<file path="src/rtl/instr_encoder_pkg.sv">
// instr_encoder_pkg: op codes, RV32I opcode/funct3 constants and FSM states for the program-loading encoder.
package instr_encoder_pkg;
    typedef enum logic [2:0] {OP_ADD, OP_AND, OP_LW, OP_SW, OP_BEQ, OP_HALT} op_e;
    localparam logic [6:0] OPC_R_TYPE = 7'b0110011;
    localparam logic [6:0] OPC_LW     = 7'b0000011;
    localparam logic [6:0] OPC_SW     = 7'b0100011;
    localparam logic [6:0] OPC_BR     = 7'b1100011;
    localparam logic [6:0] OPC_HALT   = 7'b1111111;
    localparam logic [2:0] F3_ADD = 3'b000;
    localparam logic [2:0] F3_AND = 3'b111;
    localparam logic [2:0] F3_LW  = 3'b010;
    localparam logic [2:0] F3_SW  = 3'b010;
    localparam logic [2:0] F3_BEQ = 3'b000;
    typedef enum logic [1:0] {S_IDLE, S_RUN, S_DONE} state_e;
endpackage

</file>
<file path="src/rtl/instr_encoder_pack.sv">
// instr_pack: combinational symbolic op/fields -> RV32I word, flags ops 6-7 as illegal.
module instr_pack
    import instr_encoder_pkg::*;
(
    input  logic [2:0]  op,
    input  logic [4:0]  rd,
    input  logic [4:0]  rs1,
    input  logic [4:0]  rs2,
    input  logic [12:0] imm,
    output logic [31:0] word,
    output logic        illegal
);
    logic unused_imm0;
    assign unused_imm0 = imm[0];
    always_comb begin
        word    = 32'h0;
        illegal = 1'b0;
        case (op)
            OP_ADD:  word = {7'b0, rs2, rs1, F3_ADD, rd, OPC_R_TYPE};
            OP_AND:  word = {7'b0, rs2, rs1, F3_AND, rd, OPC_R_TYPE};
            OP_LW:   word = {imm[11:0], rs1, F3_LW, rd, OPC_LW};
            OP_SW:   word = {imm[11:5], rs2, rs1, F3_SW, imm[4:0], OPC_SW};
            // branch offsets are halfword-aligned, so bit 0 never appears in the word
            OP_BEQ:  word = {imm[12], imm[10:5], rs2, rs1, F3_BEQ, imm[4:1], imm[11], OPC_BR};
            OP_HALT: word = {25'b0, OPC_HALT};
            default: illegal = 1'b1;
        endcase
    end
endmodule

</file>
<file path="src/rtl/instr_encoder.sv">
// instr_encoder: accepts symbolic instructions over valid/ready and writes encoded words
// sequentially into instruction memory, stopping after HALT or when memory is full.
module instr_encoder
    import instr_encoder_pkg::*;
#(
    parameter int IMEM_WORDS = 256,
    parameter int ADDR_W     = 10
) (
    input  logic              clk,
    input  logic              rst_n,
    input  logic              start,
    input  logic              req_valid,
    output logic              req_ready,
    input  logic [2:0]        req_op,
    input  logic [4:0]        req_rd,
    input  logic [4:0]        req_rs1,
    input  logic [4:0]        req_rs2,
    input  logic [12:0]       req_imm,
    output logic              wr_en,
    output logic [ADDR_W-1:0] wr_addr,
    output logic [31:0]       wr_data,
    output logic              done,
    output logic              err_illegal,
    output logic              err_full,
    output logic [ADDR_W-2:0] count
);
    localparam logic [ADDR_W-1:0] LAST_ADDR = ADDR_W'(4 * (IMEM_WORDS - 1));

    state_e            state, state_nx;
    logic [ADDR_W-1:0] addr;
    logic [31:0]       word;
    logic              illegal, acc, wr_ok, last;

    instr_pack u_pack (
        .op      (req_op),
        .rd      (req_rd),
        .rs1     (req_rs1),
        .rs2     (req_rs2),
        .imm     (req_imm),
        .word    (word),
        .illegal (illegal)
    );

    // a start pulse wins over a same-cycle handshake, which is then dropped
    assign acc   = req_valid & req_ready & ~start;
    assign wr_ok = acc & ~illegal;
    assign last  = addr == LAST_ADDR;

    always_ff @(posedge clk or negedge rst_n)
        if (!rst_n) state <= S_IDLE;
        else        state <= state_nx;

    always_comb begin
        req_ready = state == S_RUN;
        done      = state == S_DONE;
        state_nx  = start ? S_RUN
                  : (wr_ok && (req_op == OP_HALT || last)) ? S_DONE
                  : state;
    end

    always_ff @(posedge clk or negedge rst_n) begin
        if (!rst_n) begin
            addr        <= '0;
            count       <= '0;
            wr_en       <= 1'b0;
            wr_addr     <= '0;
            wr_data     <= '0;
            err_illegal <= 1'b0;
            err_full    <= 1'b0;
        end else if (start) begin
            addr        <= '0;
            count       <= '0;
            wr_en       <= 1'b0;
            err_illegal <= 1'b0;
            err_full    <= 1'b0;
        end else begin
            wr_en <= wr_ok;
            if (wr_ok) begin
                wr_addr  <= addr;
                wr_data  <= word;
                count    <= count + 1'b1;
                // hold at the last word so the address never wraps
                addr     <= last ? addr : addr + ADDR_W'(4);
                err_full <= err_full | (last & (req_op != OP_HALT));
            end
            if (acc && illegal) err_illegal <= 1'b1;
        end
    end
endmodule

</file>
<file path="config.mk">
export PLATFORM = sky130hd
export DESIGN_NAME = instr_encoder
export DESIGN_NICKNAME = d
export VERILOG_FILES = /design/src/rtl/instr_encoder_pkg.sv /design/src/rtl/instr_encoder_pack.sv /design/src/rtl/instr_encoder.sv
export SDC_FILE = /design/constraint.sdc
export NUM_CORES = 1
export LEC_CHECK = 0
export CORE_ASPECT_RATIO = 0.5
export CORE_MARGIN = 1.5
export CORE_UTILIZATION = 49
export CTS_CLUSTER_SIZE = 25
export DETAILED_ROUTE_END_ITERATION = 8
export PLACE_DENSITY = 0.86
export REMOVE_ABC_BUFFERS = 1
export SLEW_MARGIN = 20
export SYNTH_ARGS = -nofsm -noshare
export SYNTH_HDL_FRONTEND = slang
export SYNTH_SLANG_ARGS = --single-unit
</file>
<file path="constraint.sdc">
create_clock -name clk -period 2.7 [get_ports clk]
set_input_delay 0.54 -clock clk [delete_from_list [all_inputs] [get_ports clk]]
set_output_delay 0.54 -clock clk [all_outputs]
set_load 0.01 [all_outputs]
</file>
==> results.cfg, run 1 <==
[status]
status = complete, no violations

[global_route]
grt_pass1_wl_um = 11100
grt_pass1_vias = 2299
grt_start_max_net_pins = 27
grt_overflow_total = 0
grt_usage_pct = 25.1
antenna_found_initial = 0

[clock_network]
cts-root-buf = clkbuf_8
cts.sinks = 59
cts.htree.levels = 3
cts_hold_buf = 0
cts_buffers = 9
cts_tree = built
cts_resized = 0
clock_latency_ns = 0.33
path_clk_slew_ns = 0.06
cts_setup_buffers = 0
clock_path_buffers = 2

[worst_setup_path]
rr_startpoint = state[1]$_DFFE_PN0P_
critPathSlowestCell = and4bb_1
critPathMaxStageDelay_ns = 0.46
end_kind = flip-flop
cp_cell_sequence = clkdlybuf4s50_1 -> and4bb_1 -> nand2_4 -> buf_4 -> nor2_1 -> a22o_1
cp_top_family = simple AND/OR/NAND/NOR gates
crit_type = input pin to flip-flop
critPathArrivalTime_ns = 2.48
r2r_setup_slack_ns = 0.72
crit_required_ns = 2.97
critPathLaunchType = input pin
worstReg2RegEnd = wr_data[26]$_DFFE_PN0P_
cp_num_buf_inv = 2
reg2regPathDepth = 5
path_max_fanout = 25

[hold_path]
hold_class = input pin to async pin

[route]
routedWlPerCell_um = 15.8
drtIter0Drc = 187
finalWirelength_um = 6920
ant_nets = 0
vias = 2396
drc_errors = 0
vias_per_cell = 5.47
first_pass_iters = 4

[synthesis]
ys_async_sr_fraction_pct = 100
synth.distinct_cells = 40
netlist.area_leader.share_pct = 55.6
ys_warn_count = 0
synth_edf_count = 0
postSynthAreaPerCell_um2 = 9.77
synth-seq-cells = 59
synthTopCellsByCount = dfrtp_1, nand2_1, nor2_1, nand3_1, o21ai_0
synth-seq-area-share_pct = 55.6
synth_flop_cell = dfrtp_1
synth_most_common_cell = dfrtp_1
syn_inst = 272
synth_area_leader_cell = dfrtp_1
yosys-top-cells-area = dfrtp_1, nand2_1, nor2_1
synthesis.area_mm2 = 0.00266

[placement]
io_buffers = 88
routabilityCongestion = 0.839
dp.cells = 422
dpl.hpwl_um = 5000
dpl_cell_area_mm2 = 0.00359

[floorplanning]
core_area_mm2 = 0.00507
initial_utilization_pct = 52.4
chipWidth_um = 107
num_rows = 18
die_y_um = 55.1
dieArea_mm2 = 0.00590
num_io_pins = 91

[power_and_ir_drop]
vdd_drop_max_mv = 0.294
p_leak_uw = 0.00165
seqPwrFrac_pct = 46.6
sw_frac_of_total_pct = 26.7
p_total_uw = 2220
intPower_uw = 1620
comb_power_share_pct = 21.7
p_clk_share_pct = 31.7
p_switching_uw = 591
cellPowerDensity_mw_per_mm2 = 588

[final_layout]
fin_cells = 438
fin_area_mm2 = 0.00377
antenna_cells = 0
fin_nets = 400
drive_above_1_share_pct = 7.07
syn_to_final_growth_pct = 41.8

[sta]
worst_pin_slew_ns = 0.594
relSlewSlack_pct = 60.0
setup_viol = 0
report.final.slew_viol_count = 0
rsz0062_at_grt = no
fmax_mhz = 451
layout_worst_path_cycle_share_pct = 82.2
finalSetupTns_ns = 0
hold_viol = 0
clock_skew_ns = 0.00598
timing.hold.ws_ns = 0.128
fin_crit_ns = 2.22

[run]
maxCapViolCount = 0
-- worst register-to-register path: stages, from the launching register on --
cell,delay [ns]
dfrtp_1,0.40
and4bb_1,0.47
nand2_4,0.23
buf_4,0.28
nor2_1,0.35
a22o_1,0.20
-- state kept, by name (all words and copies together) (netlist names) --
register     flops
wr_addr          8
addr             8
state            2
wr_data         29
wr_en            1
count            9
err_full         1
err_illegal      1
-- logic make-up (layout without fill, tap and decap cells) --
family	Yosys count	after routing	synth area share [%]
AO/OA/AOI/OAI	56	56	15.0
XOR/XNOR	6	6	1.98
adder cells (fa/ha/maj)	2	2	0.942
buffers and inverters	26	121	4.95
flip-flops	59	59	55.6
multiplexers	1	1	0.377
other	1	2	0.141
AND/OR/NAND/NOR	121	121	21.1
-- worst max path at each step --
stage           from  cells after the start                      end  slack [ns]
6_report       start                      6  wr_data[26]$_DFFE_PN0P_        0.48
4_1_cts        start                      6  wr_data[30]$_DFFE_PN0P_        0.49
3_5_place_dp   start                      6  wr_data[29]$_DFFE_PN0P_        0.13
2_1_floorplan  start                      5     state[0]$_DFFE_PN0P_        0.47
5_1_grt        start                      6  wr_data[29]$_DFFE_PN0P_        0.34
3_3_place_gp   start                      6  wr_data[30]$_DFFE_PN0P_        0.32
-- routing by layer --
layer	GRT usage, %	vias up	routed length [µm]
met2	41.7	82	3490
met3	7.03	10	431
met4	11.6	0	100
met5	0	-	0
li1	-	1119	-
met1	31.6	1185	2900
-- cells in the final DEF, fill, tap and decap left out, types with 4 or more instances in the layout --
cell	count
a22o_1	9
clkdlybuf4s50_1	87
nand3_1	13
a221oi_1	10
nor2_1	38
nand4_1	4
dfrtp_1	59
buf_4	10
inv_1	7
or3_1	5
clkbuf_8	11
xor2_1	6
nor2b_1	5
a21oi_1	10
o21ai_0	12
nand2_1	42
and2_1	4
-- cell type report --
cell class              instances  area, µm²
clock buffers                  14        163
repair buffers                 98        951
multi-input cells             188       1050
well taps                      70       87.6
flip-flops and latches         59       1480
fillers                       359       1300
clock inverters                 2       10.0
inverters                       7       26.3
-- power by group through the flow --
stage          clock (µW)  sequential [µW]  combinational (µW)
6_report              702             1030                 482
5_1_grt               748             1040                 529
3_3_place_gp            0             1040                 470
4_1_cts               710             1030                 485
2_1_floorplan           0             1080                 123
3_5_place_dp            0             1050                 482
-- per-stage QoR --
step                setup slack (ns)  utilization [%]
CTS                            0.488             74.3
detailed placement             0.127             70.9
floorplan                      0.466                -
finish                         0.482             74.3
global route                   0.339             74.3
global placement               0.323             70.9
(Power assumes the default switching activity.)
==> run 2, diff against run 1 <==
--- a/config.mk
+++ b/config.mk
@@ -7,10 +7,10 @@
 export LEC_CHECK = 0
 export CORE_ASPECT_RATIO = 0.5
 export CORE_MARGIN = 1.5
-export CORE_UTILIZATION = 49
+export CORE_UTILIZATION = 41
 export CTS_CLUSTER_SIZE = 25
 export DETAILED_ROUTE_END_ITERATION = 8
-export PLACE_DENSITY = 0.86
+export PLACE_DENSITY = 0.77
 export REMOVE_ABC_BUFFERS = 1
 export SLEW_MARGIN = 20
 export SYNTH_ARGS = -nofsm -noshare
==> constraint.sdc (replaced) <==
create_clock -name clk -period 1.8 [get_ports clk]
set_input_delay 0.36 -clock clk [delete_from_list [all_inputs] [get_ports clk]]
set_output_delay 0.36 -clock clk [all_outputs]
set_load 0.01 [all_outputs]
==> run 2 against run 1 <==
Setup slack got worse by 0.44 ns. Non-clock buffer count increased by 23. Worst hold slack improved by 0.33 ns. Clock-buffer cell count decreased by 3. Combinational power increased by 58%. Final cell count increased by 9.4%. Sequential power increased by 50%. Total power increased by 87%. Register-to-register slack got worse by 0.62 ns. Core utilization decreased by 6.7 points. Largest cell class unchanged. Highest routed layer unchanged.
==> results.cfg, run 2 (synthesized netlist as in run 1, its figures left out) <==
[global_route]
grt_start_max_net_pins = 33
met2_usage_pct = 37.6
grt_usage_pct = 21.1
busiest_layer = met2
grt_pass1_vias = 2367
met3_usage_pct = 6.09
antenna_found_initial = 0
grt_pass1_wl_um = 11100
grt_overflow_total = 0
grt_util_met1_pct = 25.2

[route]
drtIter0Drc = 107
vias_per_cell = 5.07
drc_errors = 0
routedWlPerCell_um = 14.4
first_pass_iters = 4
ant_nets = 0
finalWirelength_um = 6880
vias = 2430

[final_layout]
final_common_cell = clkdlybuf4s50_1
antenna_cells = 0
syn_to_final_growth_pct = 56.7
largest_reg_flops = 29
final_cell_mix = clkdlybuf4s50_1, dfrtp_1, nand2_1
largest-register = wr_data
reg.largest.list = wr_data: 29 flops, count: 9 flops
fin_area_mm2 = 0.00416
drive_above_1_share_pct = 14.6
fin_nets = 423
fin_cells = 479

[floorplanning]
num_rows = 20
num_io_pins = 91
initial_utilization_pct = 43.2
die_y_um = 59.9
dieArea_mm2 = 0.00700
core_area_mm2 = 0.00616
chipWidth_um = 117

[sta]
relSlewSlack_pct = 57.6
rsz0062_at_grt = yes
layout_worst_path_cycle_share_pct = 97.9
worst_pin_slew_ns = 0.629
fin_crit_ns = 1.76
hold_viol = 0
fmax_mhz = 568
clock_skew_ns = 0.00727
setup_viol = 0
report.final.slew_viol_count = 0

[power_and_ir_drop]
p_leak_uw = 0.00185
p_total_uw = 4140
cellPowerDensity_mw_per_mm2 = 995
vdd_drop_max_mv = 0.606

[clock_network]
cts_buffers = 9
cts.sinks = 59
clock_latency_ns = 0.32
cts-root-buf = clkbuf_16
cts.htree.levels = 3
cts_tree = built
path_clk_slew_ns = 0.05
clock_path_buffers = 2

[worst_setup_path]
r2r_setup_slack_ns = 0.10
critPathSlowestCell = clkdlybuf4s50_1
critPathLaunchType = input pin
reg2regPathDepth = 5
crit_type = input pin to flip-flop
critPathArrivalTime_ns = 2.01
crit_required_ns = 2.05
rr_startpoint = state[1]$_DFFE_PN0P_
end_kind = flip-flop
path_max_fanout = 4
worstReg2RegEnd = count[7]$_DFFE_PN0P_
critPathMaxStageDelay_ns = 0.43
cp_cell_sequence = clkdlybuf4s50_1 -> and4bb_2 -> buf_4 -> nand4_1 -> or3_1 -> a21oi_2

[hold_path]
hold_path_depth = 2
hold_class = flip-flop to flip-flop
min-delay-start = wr_data[18]$_DFFE_PN0P_
whs_endpoint = wr_data[18]$_DFFE_PN0P_

[run]
maxCapViolCount = 0

[placement]
routabilityCongestion = 0.827
dp.cells = 461
io_buffers = 88
dpl.hpwl_um = 4990
dpl_cell_area_mm2 = 0.00379

[status]
status = complete, no violations
-- run 2: cell count changes in the layout (fill, tap and decap cells not counted), moves of 2 or more --
| cell | delta |
|---|---|
| buf_4 | +21 |
| clkbuf_16 | +9 |
| clkbuf_8 | -9 |
| clkbuf_1 | -3 |
| bufinv_16 | +2 |
| clkdlybuf4s50_1 | -2 |
-- run 2: critical path: cells and delay by family --
kind | cells | cell delay (ns)
compound gates | 1 | 0.14
simple gates | 3 | 0.93
buf+inv | 2 | 0.57
-- run 2: how the worst max path moves through the flow --
stage	startpoint	to	slack (ns)	cells after the start
2_1_floorplan	state[1]$_DFFE_PN0P_	state[0]$_DFFE_PN0P_	-0.30	5
3_3_place_gp	start	count[8]$_DFFE_PN0P_	-0.23	6
3_5_place_dp	start	count[7]$_DFFE_PN0P_	-0.30	6
4_1_cts	state[1]$_DFFE_PN0P_	done	0.004	3
5_1_grt	start	addr[7]$_DFFE_PN0P_	-0.04	6
6_report	start	count[7]$_DFFE_PN0P_	0.04	6
-- run 2: repair_timing --
action | in CTS | in global routing
hold buffers | 1 | 0
pin swaps | 0 | 2
setup buffers | 0 | 1
endpoints found under the hold margin | 11 | 0
resized for setup | 1 | 8
endpoints found under the setup margin | 1 | 12
-- run 2: layout make-up --
| class | count | area, µm² |
|---|---|---|
| Clock buffer | 11 | 253 |
| Clock inverter | 5 | 75.1 |
| Fill cell | 489 | 1990 |
| Inverter | 7 | 26.3 |
| Multi-Input combinational cell | 188 | 1080 |
| Sequential cell | 59 | 1480 |
| Tap cell | 88 | 110 |
| Timing Repair Buffer | 121 | 1140 |
-- run 2: power by group --
group          leakage, µW  internal (µW)  total (µW)  switching, µW
combinational     0.000927            438         760            321
sequential        0.000761           1460        1540           83.3
clock             0.000165           1280        1840            561
-- run 2: metal layers --
metal / wire length, µm / part of all wire (%)
met5: 0 / 0
met4: 42 / 0.61
met3: 291 / 4.2
met2: 3570 / 52
met1: 2970 / 43
-- run 2: through the flow --
step | setup slack [ns] | util [%] | hold slack (ns) | TNS [ns]
CTS | 0.00385 | 67.0 | 0.454 | 0
global route | -0.0431 | 67.6 | 0.479 | -0.0828
finish | 0.0382 | 67.6 | 0.459 | 0
floorplan | -0.298 | - | 0.0644 | -1.37
detailed placement | -0.298 | 61.5 | 0.270 | -4.95
global placement | -0.232 | 61.5 | 0.265 | -4.68
